$ cat src/rtl/dram_pkg.sv
// rtl/dram_pkg.sv - shared DRAM state encodings, widths and timing defaults
package dram_pkg;

    typedef enum logic [2:0] {
        ST_IDLE    = 3'd0,
        ST_CPU_CYC = 3'd1,
        ST_DMA_CYC = 3'd2,
        ST_REF_CYC = 3'd3,
        ST_GAP     = 3'd4
    } dram_state_t;

    localparam int DRAM_ADDR_W               = 28;
    localparam int REF_CNT_W                 = 12;
    localparam int REFRESH_CYCLE_CNT_DEFAULT = 374;
    localparam int DMA_MAX_WAIT_DEFAULT      = 4;

    function automatic logic is_mem_cycle(input dram_state_t s);
        return (s == ST_CPU_CYC) || (s == ST_DMA_CYC) || (s == ST_REF_CYC);
    endfunction

endpackage

$ cat src/rtl/dram_refresh_timer.sv
// rtl/dram_refresh_timer.sv - free-running refresh interval counter with pending flag
module dram_refresh_timer
    import dram_pkg::*;
#(
    parameter int REFRESH_CYCLE_CNT = REFRESH_CYCLE_CNT_DEFAULT
) (
    input  logic CLK,
    input  logic nRST,
    input  logic clear,
    output logic expire,
    output logic pending
);

    logic [REF_CNT_W-1:0] cnt;

    // The count wraps as it reaches REFRESH_CYCLE_CNT, so expiries are exactly that many cycles apart.
    assign expire = (cnt == REF_CNT_W'(REFRESH_CYCLE_CNT - 1));

    always_ff @(posedge CLK or negedge nRST) begin
        if (!nRST) begin
            cnt     <= '0;
            pending <= 1'b0;
        end else begin
            cnt <= expire ? '0 : cnt + 1'b1;
            if (clear)
                pending <= 1'b0;
            else if (expire)
                pending <= 1'b1;
        end
    end

endmodule

$ cat src/rtl/dram_arb.sv
// rtl/dram_arb.sv - DRAM owner arbiter between refresh, CPU and DMA with DMA starvation guard
module dram_arb
    import dram_pkg::*;
#(
    parameter int REFRESH_CYCLE_CNT = REFRESH_CYCLE_CNT_DEFAULT,
    parameter int DMA_MAX_WAIT      = DMA_MAX_WAIT_DEFAULT
) (
    input  logic                   CLK,
    input  logic                   nRST,
    input  logic                   CPU_REQ,
    input  logic [DRAM_ADDR_W-1:0] CPU_ADDR,
    input  logic                   CPU_RnW,
    input  logic [1:0]             CPU_SIZ,
    input  logic                   DMA_REQ,
    input  logic [DRAM_ADDR_W-1:0] DMA_ADDR,
    input  logic                   DMA_RnW,
    input  logic [1:0]             DMA_SIZ,
    output logic                   MEM_REQ,
    output logic                   MEM_REF,
    output logic [DRAM_ADDR_W-1:0] MEM_ADDR,
    output logic                   MEM_RnW,
    output logic [1:0]             MEM_SIZ,
    input  logic                   MEM_DONE,
    output logic                   CPU_ACK,
    output logic                   DMA_ACK,
    output logic                   DMA_GNT
);

    localparam logic [2:0] WAIT_MAX = 3'(DMA_MAX_WAIT);

    dram_state_t state, state_nxt;
    logic [2:0]  dma_wait;
    logic        dma_at_max, dma_starved;
    logic        cpu_grant, dma_grant;
    logic        ref_expire, ref_pending, ref_clear;

    dram_refresh_timer #(
        .REFRESH_CYCLE_CNT(REFRESH_CYCLE_CNT)
    ) u_refresh_timer (
        .CLK    (CLK),
        .nRST   (nRST),
        .clear  (ref_clear),
        .expire (ref_expire),
        .pending(ref_pending)
    );

    assign dma_at_max  = (dma_wait == WAIT_MAX);
    assign dma_starved = DMA_REQ && dma_at_max;

    always_comb begin
        state_nxt = state;
        cpu_grant = 1'b0;
        dma_grant = 1'b0;
        ref_clear = 1'b0;
        MEM_REQ   = is_mem_cycle(state);
        MEM_REF   = (state == ST_REF_CYC);
        DMA_GNT   = (state == ST_DMA_CYC);
        case (state)
            ST_IDLE: begin
                if (ref_pending) begin
                    state_nxt = ST_REF_CYC;
                end else if (dma_starved) begin
                    state_nxt = ST_DMA_CYC;
                    dma_grant = 1'b1;
                end else if (CPU_REQ) begin
                    state_nxt = ST_CPU_CYC;
                    cpu_grant = 1'b1;
                end else if (DMA_REQ) begin
                    state_nxt = ST_DMA_CYC;
                    dma_grant = 1'b1;
                end
            end
            ST_CPU_CYC, ST_DMA_CYC: begin
                if (MEM_DONE)
                    state_nxt = ST_GAP;
            end
            ST_REF_CYC: begin
                // A new expiry landing on this completion must stay queued.
                if (MEM_DONE) begin
                    state_nxt = ST_GAP;
                    ref_clear = !ref_expire;
                end
            end
            ST_GAP:  state_nxt = ST_IDLE;
            default: state_nxt = ST_IDLE;
        endcase
    end

    always_ff @(posedge CLK or negedge nRST) begin
        if (!nRST) begin
            state    <= ST_IDLE;
            MEM_ADDR <= '0;
            MEM_RnW  <= 1'b1;
            MEM_SIZ  <= '0;
            CPU_ACK  <= 1'b0;
            DMA_ACK  <= 1'b0;
            dma_wait <= '0;
        end else begin
            state   <= state_nxt;
            CPU_ACK <= (state == ST_CPU_CYC) && MEM_DONE;
            DMA_ACK <= (state == ST_DMA_CYC) && MEM_DONE;
            if (cpu_grant) begin
                MEM_ADDR <= CPU_ADDR;
                MEM_RnW  <= CPU_RnW;
                MEM_SIZ  <= CPU_SIZ;
            end else if (dma_grant) begin
                MEM_ADDR <= DMA_ADDR;
                MEM_RnW  <= DMA_RnW;
                MEM_SIZ  <= DMA_SIZ;
            end
            // Only CPU wins that actually bypass a waiting DMA count toward starvation.
            if (dma_grant)
                dma_wait <= '0;
            else if (cpu_grant && DMA_REQ && !dma_at_max)
                dma_wait <= dma_wait + 3'd1;
        end
    end

endmodule

$ cat config.mk
export PLATFORM = sky130hd
export DESIGN_NAME = dram_arb
export DESIGN_NICKNAME = d
export VERILOG_FILES = /design/src/rtl/dram_pkg.sv /design/src/rtl/dram_refresh_timer.sv /design/src/rtl/dram_arb.sv
export SDC_FILE = /design/constraint.sdc
export NUM_CORES = 1
export LEC_CHECK = 0
export ABC_AREA = 0
export ABC_CLOCK_PERIOD_IN_PS = 3700
export CORE_AREA = 2 2 78 80
export DETAILED_ROUTE_END_ITERATION = 10
export DIE_AREA = 0 0 80 82
export PLACE_DENSITY = 0.84
export SLEW_MARGIN = 20
export SYNTH_ARGS = -nofsm -noshare
export SYNTH_HDL_FRONTEND = slang
export SYNTH_SLANG_ARGS = --single-unit
$ cat constraint.sdc
create_clock -name CLK -period 3.7 [get_ports CLK]
set_input_delay 1.11 -clock CLK [delete_from_list [all_inputs] [get_ports CLK]]
set_output_delay 1.11 -clock CLK [all_outputs]
set_load 0.03 [all_outputs]
==> results.md, run 1 <==
* Area growth from synthesis to layout at 43.5%
* Post-synthesis share of cell area spent on full adders, half adders and majority gates at 0.0190
* Grt ovf at 0
* Period minus WS final at 2.91 ns
* Antenna violations before repair at 0
* RSZ-0062 raised after global routing: false
* Synthesized netlist cell count at 285
* Iteration-0 DRC count of the detailed router at 163
* Maximum clock frequency at 0.343 GHz
* Setup crit end kind: primary output
* Largest family of logic cells by synthesized area: compound AO/OA/AOI/OAI gates
* Area of the die at 6560 um^2
* Total standard cell area after synthesis at 2640 um^2
* Compound-gate portion of the synthesized area at 0.222
* Initial core utilization at 0.459
* Placer congestion estimate at 0.801
* Worst hold path class: flop to flop
* Number of max-capacitance violations reported at 0
* Hold buffer count at CTS at 0
* Total clock buffers created by CTS at 5
* Clock root buffer: sky130_fd_sc_hd__clkbuf_8
* Die H at 82 um
* Transition at the pin with the smallest max-transition slack at 0.666 ns
* Number of H-tree levels at 2
* Synth Area in Simple Gates at 0.172
* Count of clock tree sinks at 52
* Dominant cell type by area after synthesis: sky130_fd_sc_hd__dfrtp_1
* Final routed wirelength across all metal layers at 7.73 mm
* Worst-case vdd ir drop at 0.360 mV
* Placed cells at 443
* CTS tree: yes
* Commonest register cell after synthesis: sky130_fd_sc_hd__dfrtp_1
* Buffer levels on the longest clock path at 2
* Count of flip-flops with a built-in enable after synthesis at 0
* CP Max Fanout at 7
* Count of final hold-check violations at 0
* Total Nets Final at 446
* Worst Path Required at 2.59 ns
* Skew-Pair Late Insertion Delay at 0.31 ns
* Area of the core region at 5750 um^2
* Post-Layout Cell Count at 451
* Leakage power at 0.00149 uW
* Portion of netlist area occupied by mux cells at 0.00759
* Number of library cell types mapped by synthesis at 40
* Row cnt at 28
* Via Count at 2622
* X dimension of the die at 80 um
* Antenna Violating Nets Remaining at 0
* Pin count of the biggest net entering global routing at 53
* Vias in the first global route at 2574
* Post-Synthesis Net Count at 356
* Post-Synth XOR/XNOR Area at 0.0233
* Setup bufs post-CTS at 0
* Crit path kind: flop to primary output
* Element type at the critical path start: flop
* Power per standard cell area at 755 nW/um^2
* Placed wire-length estimate after detailed placement at 5.31 mm
* Proportion of netlist area held by the largest area contributor at 0.484
* Count of pins over their slew limit at 0
* Slew HR at 0.556
* Clock transition at the register clock pins on the worst setup and hold paths after CTS at 0.10 ns
* Final setup violation count at 0
* Proportion of register bits with asynchronous set or reset after synthesis at 1.00
* Hold depth at 1
* Fraction of final layout cells with drive strength greater than 1 at 0.0532
* Total of fill cells in the finished design at 483
* Crit share post-route at 0.787
* Global routing usage summed across all routing layers at 0.234
* Quantity of I/O buffers inserted on ports at 102
* Detail-routed via count per cell at 5.81
* Wire length of the first global-routing pass at 12.1 mm
* Average detailed-routed wire length per instance at 17.1 um
* CP arrival at 1.80 ns
* Final TNS setup at 0 ns
* Register bit count reported by yosys at 52
* Drc violations at 0
* Warnings from Yosys at 0
* Cells on worst reg2reg path at 4
* I/O pin count at 103
* Footprint of the multi-input gates at 1170 um^2
* Max Clock Skew at 0.0124 ns
* CTS resizes at 0
* Antenna diode count at 0
* Average cell area after synthesis at 9.25 um^2
* Top post-synthesis cells by area: sky130_fd_sc_hd__dfrtp_1 (48%), sky130_fd_sc_hd__nand3_1 (7.4%), sky130_fd_sc_hd__a31oi_1 (7.4%)
* Sequential share of the synthesized area at 0.494
* Status: finished, final reports clean
* First-pass iteration count of the detailed router at 4
* FF/Latch Area at 1300 um^2
## metal layers
metal,share of wire,GRT usage,vias to the layer above,wire [um]
met2,0.53,0.413,96,4130
li1,-,-,1229,-
met3,0.056,0.0418,8,436
met5,0,0,-,0
met4,0.0098,0.0763,0,76
met1,0.40,0.292,1289,3090
## critical path, cell delays in order, from the launching register on
cell                              delay (ns)
sky130_fd_sc_hd__dfrtp_1                0.47
sky130_fd_sc_hd__nand2b_1               0.23
sky130_fd_sc_hd__nor2_1                 0.12
sky130_fd_sc_hd__clkdlybuf4s50_1        0.68
## cell usage in the layout, fill, tap and decap left out, types with 2 or more instances in the layout
cell	synthesis	final
sky130_fd_sc_hd__buf_4	0	6
sky130_fd_sc_hd__a311o_1	2	2
sky130_fd_sc_hd__dfrtp_1	51	51
sky130_fd_sc_hd__a21oi_1	32	32
sky130_fd_sc_hd__nor3b_1	3	3
sky130_fd_sc_hd__o21ai_1	3	3
sky130_fd_sc_hd__o21ai_0	31	31
sky130_fd_sc_hd__clkdlybuf4s50_1	0	101
sky130_fd_sc_hd__a31oi_1	31	31
sky130_fd_sc_hd__and2_1	3	2
sky130_fd_sc_hd__clkbuf_8	0	6
sky130_fd_sc_hd__nand2_1	7	7
sky130_fd_sc_hd__nor2_1	9	9
sky130_fd_sc_hd__xnor2_1	3	3
sky130_fd_sc_hd__inv_1	8	8
sky130_fd_sc_hd__nor3_1	7	7
sky130_fd_sc_hd__nand3_1	39	39
sky130_fd_sc_hd__xor2_1	4	4
sky130_fd_sc_hd__nand4_1	2	2
sky130_fd_sc_hd__mux2i_1	2	2
sky130_fd_sc_hd__ha_1	4	4
## final cells by class
type / count / share of cell area
inverters: 9 / 0.00893
multi-input cells: 199 / 0.310
repair buffers: 108 / 0.280
clock inverters: 2 / 0.0103
well taps: 75 / 0.0248
flip-flops and latches: 52 / 0.344
clock buffers: 6 / 0.0218
## metrics by stage
| stage | power [uW] | setup WS [ns] | cell area [um^2] | hold WS (ns) | util |
|---|---|---|---|---|---|
| floorplan | 1870 | 1.36 | 2640 | 0.457 | - |
| global placement | 2390 | 0.736 | 3660 | 0.474 | 0.637 |
| detailed placement | 2450 | 0.583 | 3660 | 0.484 | 0.637 |
| CTS | 2860 | 0.777 | 3780 | 0.501 | 0.658 |
| global route | 3030 | 0.641 | 3780 | 0.537 | 0.659 |
| finish | 2860 | 0.787 | 3780 | 0.500 | 0.659 |
## logic make-up after synthesis
| family | Yosys count |
|---|---|
| AO/OA/AOI/OAI | 104 |
| XOR/XNOR | 7 |
| adder cells (fa/ha/maj) | 4 |
| buffers and inverters | 34 |
| flip-flops | 52 |
| multiplexers | 2 |
| AND/OR/NAND/NOR | 82 |
## cell usage after synthesis, drive strengths merged, types with 3 or more instances
library cell / count
nand3: 39
xnor2: 3
inv: 9
ha: 4
xor2: 4
buf: 9
nor3b: 3
o21ai: 34
clkbuf: 16
and2: 3
a21oi: 32
nor2: 9
nor3: 8
a31oi: 31
nand2: 7
dfrtp: 51
## report_power, final
| group | total, uW | internal [uW] | switching [uW] |
|---|---|---|---|
| clock | 411 | 221 | 190 |
| sequential | 930 | 784 | 147 |
| combinational | 1510 | 611 | 903 |
## sequential cells by signal, summed over array words and instances, names as in the netlist
register	flops
CPU_ACK	1
MEM_SIZ	2
MEM_RnW	1
u_refresh_timer.pending	1
u_refresh_timer.cnt	12
DMA_ACK	1
dma_wait	3
MEM_ADDR	28
state	3
## path summary, 6_finish.rpt
check                      slack, ns                    start                 endpoint
setup / recovery                0.79                 state[2]                  MEM_REF
hold / removal                  0.50  u_refresh_timer.cnt[11]  u_refresh_timer.cnt[11]
setup reg to reg                1.62                 state[1]             MEM_ADDR[13]
hold reg to reg                 0.50  u_refresh_timer.cnt[11]  u_refresh_timer.cnt[11]
max in group asynchronous       2.35                     nRST              MEM_ADDR[6]
min in group asynchronous       0.92                     nRST             MEM_ADDR[21]
Power figures use the tool's default switching activity.
==> run 2, diff against run 1 <==
ABC_CLOCK_PERIOD_IN_PS = 2400   (was 3700)
CORE_AREA = 2 2 85 87   (was 2 2 78 80)
DIE_AREA = 0 0 87 89   (was 0 0 80 82)
PLACE_DENSITY = 0.75   (was 0.84)
clock period = 2.4 ns   (was 3.7 ns; I/O delays follow)
==> results.md, run 2 (synthesized netlist as in run 1, its figures left out) <==
* Crit path to: MEM_RnW
* Switching portion of total power at 0.432
* CTS resizes at 3
* Buffer levels on the longest clock path at 2
* First-pass iteration count of the detailed router at 4
* Area of the core region at 6720 um^2
* Total clock buffers created by CTS at 5
* Placed wire-length estimate after detailed placement at 5.36 mm
* Count of pins over their slew limit at 0
* Worst r2r src: u_refresh_timer.cnt[1]
* Maximum clock frequency at 0.447 GHz
* Global routing usage summed across all routing layers at 0.198
* Power per standard cell area at 1140 nW/um^2
* Slew HR at 0.666
* CTS tree: yes
* Leakage power at 0.00152 uW
* Iteration-0 DRC count of the detailed router at 118
* Drc violations at 0
* Transition at the pin with the smallest max-transition slack at 0.500 ns
* Wire length of the first global-routing pass at 12.2 mm
* Final TNS setup at 0 ns
* Critical Path Max Stage Delay at 0.68 ns
* Launching element of the worst setup path: MEM_RnW
* Number of flip-flops under the largest register name at 28
* Grt ovf at 0
* Vias in the first global route at 2433
* Largest regs: MEM_ADDR (28), u_refresh_timer.cnt (12)
* Highest-delay cell along the critical path: sky130_fd_sc_hd__clkdlybuf4s50_1
* RSZ-0062 raised after global routing: false
* Number of H-tree levels at 2
* Setup crit end kind: primary output
* Antenna violations before repair at 0
* Element type at the critical path start: flop
* Most flop-heavy register: MEM_ADDR
* Setup bufs post-CTS at 0
* Status: finished, final reports clean
* Clock transition at the register clock pins on the worst setup and hold paths after CTS at 0.10 ns
* Max Clock Skew at 0.0121 ns
* Gate power share at 0.533
* Quantity of I/O buffers inserted on ports at 102
* Skew-Pair Late Insertion Delay at 0.31 ns
* FF/Latch Area at 1300 um^2
* Internal power at 2480 uW
* Worst Path Required at 1.68 ns
* Final setup violation count at 0
* CP Max Fanout at 2
* Hold buffer count at CTS at 0
* Detail-routed via count per cell at 5.64
* Critical Path, Cell by Cell: clkdlybuf4s50_1
* Clock root buffer: sky130_fd_sc_hd__clkbuf_8
* Via Count at 2594
* End of the worst register-to-register path: u_refresh_timer.cnt[6]
* Area of the die at 7740 um^2
* Cells on worst reg2reg path at 5
* Gate family responsible for the most delay along the worst path: buffers and inverters
* Switch Pwr at 1890 uW
* Initial core utilization at 0.392
* Placer congestion estimate at 0.834
* Number of max-capacitance violations reported at 0
* Antenna diode count at 0
* Crit share post-route at 0.932
* Clk network pwr share at 0.140
* Worst-case vdd ir drop at 0.369 mV
* Total Nets Final at 450
* Die H at 89 um
* Stages on worst setup path at 1
* Period minus WS final at 2.24 ns
* Row cnt at 30
* Share of power burned in registers at 0.326
* Footprint of the multi-input gates at 1170 um^2
* Util after Layout at 0.571
* Average detailed-routed wire length per instance at 16.9 um
* X dimension of the die at 87 um
* Total of fill cells in the finished design at 574
* Worst hold path class: input pin to async pin
* Setup slack of the worst register-to-register path at 0.72 ns
* Final routed wirelength across all metal layers at 7.78 mm
* Count of clock tree sinks at 52
* Crit path kind: flop to primary output
* Count of final hold-check violations at 0
* Area growth from synthesis to layout at 45.4%
* Antenna Violating Nets Remaining at 0
* Fraction of final layout cells with drive strength greater than 1 at 0.0605
* I/O pin count at 103
* CP Buf/Inv Count at 1
* Most frequent cells in the layout: sky130_fd_sc_hd__clkdlybuf4s50_1 (98), sky130_fd_sc_hd__dfrtp_1 (51), sky130_fd_sc_hd__nand3_1 (39)
* CP arrival at 1.52 ns
* Most common cell after layout, fill and taps aside: sky130_fd_sc_hd__clkdlybuf4s50_1
* Pin count of the biggest net entering global routing at 53
==> run 2: changes by cell type in the layout (fill, tap and decap cells not counted), sizes merged <==
cell and delta:
clkdlybuf4s50 -3, inv +1, clkinvlp +1, clkbuf -1, clkinv -1, dlygate4sd2 +3
buf +4
==> run 2: stage by stage <==
step / area (um^2) / cells / total power, uW / worst slack (ns) / hold slack (ns)
after global routing: 3830 / 460 / 4620 / 0.0441 / 0.399
after CTS: 3830 / 460 / 4390 / 0.145 / 0.399
after detailed placement: 3720 / 452 / 3790 / 0.0962 / 0.493
after global placement: 3720 / 452 / 3740 / 0.156 / 0.490
after floorplan: 2640 / 285 / 2880 / 0.453 / 0.424
final: 3830 / 460 / 4370 / 0.162 / 0.398
==> run 2: cell type report <==
cell class                      count  area share
Inverter                            9     0.00881
Tap cell                           80      0.0261
Clock inverter                      3      0.0121
Clock buffer                        5      0.0180
Timing Repair Buffer              112       0.290
Sequential cell                    52       0.340
Multi-Input combinational cell    199       0.305
==> run 2: worst min-delay path by stage <==
stage | slack (ns) | endpoint | startpoint
2_1_floorplan | 0.42 | CPU_ACK | nRST
3_3_place_gp | 0.49 | u_refresh_timer.cnt[11] | u_refresh_timer.cnt[11]
3_5_place_dp | 0.49 | u_refresh_timer.cnt[11] | u_refresh_timer.cnt[11]
4_1_cts | 0.40 | MEM_SIZ[0] | nRST
5_1_grt | 0.40 | MEM_SIZ[0] | nRST
6_report | 0.40 | MEM_SIZ[0] | nRST
==> run 2: power groups by stage <==
stage	sequential [uW]	clock (uW)	combinational, uW
4_1_cts	1420	635	2340
2_1_floorplan	1940	0	938
3_5_place_dp	1430	0	2350
6_report	1420	613	2330
3_3_place_gp	1420	0	2320
5_1_grt	1460	666	2500
==> run 2: per-layer routing <==
layer | routed length, um | GRT usage | up-vias
met5 | 0 | 0 | -
met3 | 705 | 0.0379 | 4
met4 | 43 | 0.0483 | 0
met2 | 3630 | 0.318 | 122
met1 | 3410 | 0.277 | 1233
li1 | - | - | 1235
